File: src/rtl/branch_pkg.sv
// Shared encodings for the branch resolution controller: condition codes,
// status-register values and FSM states.
package branch_pkg;

   localparam logic [2:0] CC_NEVER  = 3'b000;
   localparam logic [2:0] CC_ALWAYS = 3'b001;
   localparam logic [2:0] CC_EQ     = 3'b010;
   localparam logic [2:0] CC_NE     = 3'b011;
   localparam logic [2:0] CC_LT     = 3'b100;
   localparam logic [2:0] CC_GE     = 3'b101;
   localparam logic [2:0] CC_GT     = 3'b110;
   localparam logic [2:0] CC_LE     = 3'b111;

   localparam logic [1:0] SR_CLR  = 2'b00;
   localparam logic [1:0] SR_NEG  = 2'b01;
   localparam logic [1:0] SR_ZERO = 2'b10;
   localparam logic [1:0] SR_POS  = 2'b11;

   typedef enum logic [1:0] {
      ST_IDLE   = 2'b00,
      ST_HAZARD = 2'b01,
      ST_FLUSH  = 2'b10
   } state_t;

endpackage

File: src/rtl/branch_cond_eval.sv
// Combinational condition-code evaluation against the status register.
module branch_cond_eval
   import branch_pkg::*;
(
   input  logic [2:0] brCond,
   input  logic [1:0] srIn,
   output logic       taken
);

   logic w_neg;
   logic w_zero;
   logic w_pos;

   // a cleared status register matches none of the flags, so every conditional code falls through as not-taken
   assign w_neg  = (srIn == SR_NEG);
   assign w_zero = (srIn == SR_ZERO);
   assign w_pos  = (srIn == SR_POS);

   always_comb begin
      taken = 1'b0;
      case (brCond)
         CC_NEVER:  taken = 1'b0;
         CC_ALWAYS: taken = 1'b1;
         CC_EQ:     taken = w_zero;
         CC_NE:     taken = w_neg | w_pos;
         CC_LT:     taken = w_neg;
         CC_GE:     taken = w_zero | w_pos;
         CC_GT:     taken = w_pos;
         CC_LE:     taken = w_neg | w_zero;
         default:   taken = 1'b0;
      endcase
   end

endmodule

File: src/rtl/branch_control.sv
// Branch resolution controller: waits out status-register hazards, acknowledges
// each request once, and squashes the pipeline for a fixed number of cycles after a taken branch.
//
// state     | meaning
// ST_IDLE   | waiting for a branch request
// ST_HAZARD | request held off while the status register is being written or stalled
// ST_FLUSH  | taken branch resolved, flush asserted until the counter expires
module branch_control
   import branch_pkg::*;
#(
   parameter int FLUSH_CYCLES = 2,
   parameter int CNT_W        = 16
)(
   input  logic             CLK,
   input  logic             reset,
   input  logic             brValid,
   input  logic [2:0]       brCond,
   input  logic [1:0]       srIn,
   input  logic             SRw,
   input  logic             stall,
   output logic             brDone,
   output logic             takeBranch,
   output logic             pcSel,
   output logic             flush,
   output logic             busy,
   output logic [CNT_W-1:0] brCount
);

   localparam logic [2:0] FLUSH_LOAD = 3'(FLUSH_CYCLES - 1);

   state_t           r_state;
   state_t           w_state_nxt;
   logic [2:0]       r_flush_cnt;
   logic [2:0]       w_flush_cnt_nxt;
   logic             r_done;
   logic             r_take;
   logic             r_flush;
   logic             r_busy;
   logic [CNT_W-1:0] r_count;
   logic [CNT_W-1:0] w_count_nxt;
   logic             w_done_nxt;
   logic             w_take_nxt;
   logic             w_flush_nxt;
   logic             w_eval;
   logic             w_taken;

   branch_cond_eval u_cond_eval (
      .brCond (brCond),
      .srIn   (srIn),
      .taken  (w_taken)
   );

   always_comb begin
      w_state_nxt     = r_state;
      w_flush_cnt_nxt = r_flush_cnt;
      w_count_nxt     = r_count;
      w_done_nxt      = 1'b0;
      w_take_nxt      = 1'b0;
      w_flush_nxt     = r_flush;
      w_eval          = 1'b0;

      case (r_state)
         ST_IDLE: begin
            // r_done blocks the edge that closes an acknowledge cycle
            if (brValid && !stall && !r_done) begin
               if (SRw) w_state_nxt = ST_HAZARD;
               else     w_eval      = 1'b1;
            end
         end
         ST_HAZARD: begin
            if (!SRw && !stall) w_eval = 1'b1;
         end
         ST_FLUSH: begin
            if (!stall) begin
               if (r_flush_cnt == 3'd0) begin
                  w_state_nxt = ST_IDLE;
                  w_flush_nxt = 1'b0;
               end else begin
                  w_flush_cnt_nxt = r_flush_cnt - 3'd1;
               end
            end
         end
         default: begin
            w_state_nxt = ST_IDLE;
            w_flush_nxt = 1'b0;
         end
      endcase

      if (w_eval) begin
         w_done_nxt = 1'b1;
         w_take_nxt = w_taken;
         if (w_taken) begin
            w_state_nxt     = ST_FLUSH;
            w_flush_nxt     = 1'b1;
            w_flush_cnt_nxt = FLUSH_LOAD;
            if (r_count != {CNT_W{1'b1}}) w_count_nxt = r_count + CNT_W'(1);
         end else begin
            w_state_nxt = ST_IDLE;
            w_flush_nxt = 1'b0;
         end
      end
   end

   always_ff @(posedge CLK or posedge reset) begin
      if (reset) begin
         r_state     <= ST_IDLE;
         r_flush_cnt <= 3'd0;
         r_count     <= '0;
         r_done      <= 1'b0;
         r_take      <= 1'b0;
         r_flush     <= 1'b0;
         r_busy      <= 1'b0;
      end else begin
         r_state     <= w_state_nxt;
         r_flush_cnt <= w_flush_cnt_nxt;
         r_count     <= w_count_nxt;
         r_done      <= w_done_nxt;
         r_take      <= w_take_nxt;
         r_flush     <= w_flush_nxt;
         r_busy      <= (w_state_nxt != ST_IDLE);
      end
   end

   assign brDone     = r_done;
   assign takeBranch = r_take;
   assign pcSel      = r_take;
   assign flush      = r_flush;
   assign busy       = r_busy;
   assign brCount    = r_count;

endmodule
File: config.mk
export PLATFORM = sky130hd
export DESIGN_NAME = branch_control
export DESIGN_NICKNAME = d
export VERILOG_FILES = /design/src/rtl/branch_pkg.sv /design/src/rtl/branch_cond_eval.sv /design/src/rtl/branch_control.sv
export SDC_FILE = /design/constraint.sdc
export NUM_CORES = 1
export LEC_CHECK = 0
export CORE_MARGIN = 3
export CORE_UTILIZATION = 40
export CTS_CLUSTER_DIAMETER = 80
export DETAILED_ROUTE_END_ITERATION = 16
export GPL_TIMING_DRIVEN = 1
export PLACE_DENSITY = 0.69
export SKIP_LAST_GASP = 1
export SLEW_MARGIN = 20
export SYNTH_ARGS = -nofsm -noshare
export SYNTH_HDL_FRONTEND = slang
export SYNTH_SLANG_ARGS = --single-unit
File: constraint.sdc
create_clock -name CLK -period 1.8 [get_ports CLK]
set_input_delay 0.36 -clock CLK [delete_from_list [all_inputs] [get_ports CLK]]
set_output_delay 0.36 -clock CLK [all_outputs]
set_load 0.005 [all_outputs]
-- Word-level counts from Yosys, hierarchy flattened
Cells that the tools add are included.
- $add $sub $neg: 2
- equality and inequality tests: 16
- mux-type cells: 24
- bitwise gates (word level): 3
- reductions and logical operators: 13
- operator list (kind ; number):
    $add 16x1->16 const B ; 1
    $ne 16x16->1 const B ; 1
    $mux 3 ; 5
    $eq 3x3->1 const B ; 4
    $mux 2 ; 6
    $mux 1 ; 9
    $pmux 1 s8 ; 1
    $eq 2x2->1 const B ; 3
    $eq 3x2->1 const B ; 2
    $logic_not 3->1 ; 2
    $ne 3x3->1 const B ; 2
    $pmux 2 s3 ; 1
    $reduce_and 3->1 ; 2
    $eq 2x1->1 const B ; 2
    $pmux 1 s2 ; 2
    $eq 3x1->1 const B ; 1
    $logic_and 1x1->1 ; 3
    $logic_not 1->1 ; 3
    $or 1x1->1 ; 3
    $sub 3x1->3 const B ; 1
    $logic_not 2->1 ; 1
    $ne 2x1->1 const B ; 1
    $reduce_bool 2->1 ; 1
    $reduce_or 2->1 ; 1
- bits in registers: 25
- input port bits: 10
- logic and storage cells: 65

-- Logic depth before layout (Yosys ltp)
- depth after elaboration: 7
- mapped depth: 7

-- Modules after synthesis
From an unflattened synthesis, not the netlist that was laid out.
- cells, all modules: 126
- area total of the unflattened synthesis: 1346.3 um^2
- by module, submodules not included (module ; instances ; cells each ; area each (um^2)):
    branch_control ; 1 ; 115 ; 1253.7
    branch_cond_eval ; 1 ; 11 ; 92.6

-- Worst setup path before layout
No wires, ideal clock.
- kind: flip-flop to flip-flop
- start point: register r_count[7] (netlist: brCount[7])
- end point: register r_count[1] (netlist: brCount[1])
- library setup time: 125 ps
- arrival time: 1621 ps
- required time: 1675 ps
- slack: 54 ps
- stages on the path, launching flop included: 6
- buffers on the path: 0
- clock period less this slack: 1746 ps
- cells stage by stage: dfrtp_1 nand4_1 nor4_1 nor2_1 nand2_1 mux2_2
- cells in the longest elaborated chain, start to end: 2
- RTL lines (what ; line ; RTL):
    from (decl) ; branch_control.sv:39 ; logic [CNT_W-1:0] r_count;
    from (signal assigned) ; branch_control.sv:116 ; r_count <= w_count_nxt;
    $ne 16x16->1 ; branch_control.sv:96 ; if (r_count != {CNT_W{1'b1}}) w_count_nxt = r_count + CNT_W'(1);
    $reduce_and 3->1 (no source line) ; -- ;
No other way between the ends.
A chain may end at the register's enable or synchronous reset.

-- Worst setup path in the final report
- start point: input port brCond[0]
- end point: register r_count[4] (netlist: brCount[4])
- cells in the longest elaborated chain, start to end: 3
- elaborated cells between the ends (all ways): 10
- those cells by class: 7 x eq/ne; 1 x mux; 2 x reduce/logical
- RTL lines (what ; line ; RTL):
    from (decl) ; branch_control.sv:17 ; input logic [2:0] brCond,
    $eq 3x3->1 (tied with other cells) ; branch_cond_eval.sv:21 ; case (brCond)
    $pmux 1 s8 (*) ; branch_cond_eval.sv:21 ;
    $reduce_and 3->1 (no source line) (*) ; -- ;
Mark *: on every way between the ends. The rest lies on a longest branch, timed or not.

==> results.txt <==
- Result of the run: complete, no violations
* Via count of the routed design: 1,177
* Vias in the first global route: 1,204
- Length of routed met3 wiring: 99 µm
- CP endpoint kind: register
- Row generation in the floorplan step produced 20 rows.
- After the first detailed-routing iteration, the DRC count stood at 34.
- The average instance in the mapped netlist occupies 9.97 µm².
- Max-cap viol count: 0
- # DRC: 0
- Signal routing reaches up to met4.
- Mean number of vias per cell: 5.16
- Post-synthesis share of cell area spent on full adders, half adders and majority gates: 0.0383
* Post-synthesis simple-gate area fraction: 0.256
- Number of nets in the layout: 199
- For the worst-skew pair, the clock arrives at the later sink with an insertion delay of 320 ps.
- Headroom to the max-slew limit: 0.735
- Setup violations remaining at the end of the flow were counted as 0.
- In the final routing, the length of wire on met1 measures 1400 µm.
- Max Transition Viols Final: 0
* Remaining antenna violation count after routing: 0
- Wires add up to 3120 µm.
- Buffers inserted during clock tree synthesis total 3.
- Post-layout minimum cycle time: 1770 ps
- Final count of hold timing violations: 0
* Crit path kind: input pin to register
- Cell chain of the critical path: dlygate4sd2_1 > or3b_2 > a211o_1 > nand3_4 > buf_4 > nand4_1 > xnor2_1
- Largest area contributor in the synthesized netlist: sky130_fd_sc_hd__dfrtp_1
* Combined area of all synthesized cells: 1310 µm²
- Setup slack of the critical path after layout: 31.2 ps
* Maximum level of the CTS H-tree: 1
* Flip-flop and latch area: 627 µm²
- At the end of routability-driven placement, the weighted congestion stood at 0.829.
- In this run the number of cells on the critical path is 7.
- Hold Buf Count CTS: 0
- Maximum number of pins on one net before global-route repair: 26
* Slowest-stage cell, CP: sky130_fd_sc_hd__or3b_2
- For this configuration, the core starts out at a cell density of 0.424.
* Area overhead of the layout relative to synthesis: 43.4%
- #FFs+latches synth: 25
- At the worst endpoint, the required time is 2010 ps.
- Worst reg2reg path startpoint: brCount[0]$_DFFE_PP0P_
* Synthesized-area fraction occupied by xor and xnor cells: 0.101
- The most used flip-flop cell after synthesis is sky130_fd_sc_hd__dfrtp_1.
- Worst slack at placement: -524 ps
- Clock-pin slew was measured on the worst setup and hold paths at 150 ps.
- Critical R2R Capture: brCount[9]$_DFFE_PP0P_
* Final non-filler cell area: 1870 µm²
* Total Neg Setup Slack: 0 ps
* Setup clock skew after layout: 13.8 ps
- Main combinational cell family by area after synthesis: simple AND/OR/NAND/NOR gates
- The first global-routing pass estimated 5230 µm of wire.
- Origin of the worst setup path: brCond[0]
* Fmax: 0.565 GHz
- Class of the most critical hold timing path: input pin to async pin
- Overall die height: 63.1 µm
* Final Instance Count excl. Fillers: 228
- Number of clock sinks: 25
* Critical Path Max Stage Delay: 480 ps
* Core area: 3080 µm²
- Count of cell types in the netlist: 35
- Clock tree from TritonCTS: yes
- At the worst endpoint, the arrival time is 1980 ps.
- Ranking of synthesized cells by area: sky130_fd_sc_hd__dfrtp_1, sky130_fd_sc_hd__xnor2_1, sky130_fd_sc_hd__ha_1, sky130_fd_sc_hd__nand3_1, sky130_fd_sc_hd__nand4_1
- Depth of the worst register-to-register path: 8
- The die covers 3990 µm².
* Critical path launch point type: input pin
* Fraction of registers with async set/reset: 1.00
- Worst path bufs/invs: 2
- The number of nets handed over by synthesis was 145.
- Unrepaired setup endpoints after global routing: true
* Port Buffer Count: 30
* Met2 Wirelength: 1590 µm
- Worst ir drop on vdd: 0.432 mV
- Global routing usage summed across all routing layers: 0.161
- Area fraction in compound gates after synthesis: 0.0718
- The tree is rooted in a sky130_fd_sc_hd__clkbuf_4.
- Leak: 0.843 nW
- Cell family with the largest share of critical-path delay: simple AND/OR/NAND/NOR gates
* Count of flip-flops with a built-in enable after synthesis: 0
- Setup slack on the worst flop-to-flop path: 40 ps
- Initial antenna violation count: 0
- Dividing the detail-routed wire length by the instance count gives 13.7 µm.
* Warning count from the yosys run: 0
* Gate count after technology mapping: 131
* GRT Residual Overflow: 0
* Post-synthesis mux area share: 0.00862
- Before antenna repair, the detailed router went through 4 iterations.
- Largest buffer count on any clock path: 2
- Placed Cells incl. Taps: 221
* Area of placed instances: 1780 µm²
* Number of antenna cells inserted: 0
- Maximum fanout along the worst path: 6
* Fraction of synthesized cell area taken by the top area cell type: 0.479
* Crit share post-route: 0.983
- Measured slew at the worst slew-check pin: 392 ps
- Seq/Total Area, Yosys: 0.479
- Fillers: 293
- P per Cell Area: 816 nW/µm²
* Hpwl dp: 2280 µm
- Multi-input gate area in the final layout: 664 µm²
- Horizontal extent of the die: 63.1 µm
* I/O pin cnt: 31
- Of the cells placed in the final design, the portion with a size suffix greater than 1 is 0.223.
[layout by cell type (no fill, tap or decap), drive strengths merged, types with 2 or more instances in the layout]
cell           count
o21ai              3
dlygate4sd2        4
or2                2
xnor2             15
or3b               2
a21oi              4
nand2             12
clkdlybuf4s50     26
nor4               2
and3               2
nor2b              2
ha                 4
nor2               5
inv               12
clkbuf             3
dfrtp             25
and4               2
nand4              7
nor3               6
a211o              2
nand3             10
buf               21
[registers in the layout, summed over array words and instances (netlist names)]
signal and count:
brCount 16, r_flush_cnt 3, r_state 2, brDone 1, busy 1, flush 1
pcSel 1
[worst max-delay path by stage]
stage / end / slack, ps
floorplan: brCount[1]$_DFFE_PP0P_ / 50
global placement: brCount[9]$_DFFE_PP0P_ / -450
detailed placement: brCount[9]$_DFFE_PP0P_ / -520
CTS: brCount[4]$_DFFE_PP0P_ / 40
global route: brCount[9]$_DFFE_PP0P_ / -30
finish: brCount[4]$_DFFE_PP0P_ / 30
[logic make-up after synthesis]
group | Yosys count
simple gates | 59
compound gates | 13
mux | 1
xor+xnor | 15
flops | 25
buf+inv | 14
fa+ha+maj | 4
[metal layers]
layer	GRT usage	up-vias
li1	-	568
met1	0.196	578
met2	0.281	27
met3	0.0303	4
met4	0.0606	0
met5	0	-
[worst min-delay path, stage by stage]
cell	delay [ps]
sky130_fd_sc_hd__clkdlybuf4s50_1	400
sky130_fd_sc_hd__inv_1	60
sky130_fd_sc_hd__buf_4	300
[metrics by stage]
| stage | utilization | hold slack [ps] | power (mW) |
|---|---|---|---|
| floorplan | - | 387 | 0.972 |
| global placement | 0.579 | 467 | 1.21 |
| detailed placement | 0.579 | 484 | 1.24 |
| CTS | 0.593 | 410 | 1.50 |
| global route | 0.609 | 419 | 1.64 |
| finish | 0.609 | 380 | 1.53 |
[Yosys cell counts, types with 3 or more instances]
cell / number
sky130_fd_sc_hd__a21oi_1: 4
sky130_fd_sc_hd__dfrtp_1: 25
sky130_fd_sc_hd__nor2_1: 5
sky130_fd_sc_hd__ha_1: 4
sky130_fd_sc_hd__nand3_1: 9
sky130_fd_sc_hd__inv_1: 11
sky130_fd_sc_hd__nor3_1: 6
sky130_fd_sc_hd__xnor2_1: 15
sky130_fd_sc_hd__o21ai_0: 3
sky130_fd_sc_hd__nand4_1: 7
sky130_fd_sc_hd__nand2_1: 11
[where the power goes]
part	switching [mW]	internal, mW	total, mW	leakage (nW)
registers	0.0756	0.659	0.735	0.333
clock network	0.173	0.0831	0.256	0.0177
logic	0.228	0.309	0.538	0.492
total	0.477	1.05	1.53	0.843
[timing repair]
| action | in CTS | in global routing |
|---|---|---|
| gates cloned | 1 | 0 |
| endpoints found under the setup margin | 18 | 9 |
| gates resized for setup | 8 | 8 |
| buffers inserted | 0 | 2 |
| pin swaps | 3 | 2 |
[cell type report]
class / count / share of cell area
Tap cell: 44 / 0.0294
Inverter: 12 / 0.0240
Timing Repair Buffer: 51 / 0.242
Sequential cell: 25 / 0.335
Clock inverter: 1 / 0.00267
Multi-Input combinational cell: 92 / 0.355
Clock buffer: 3 / 0.0120
Note: power is estimated with default switching activity, not from simulation.
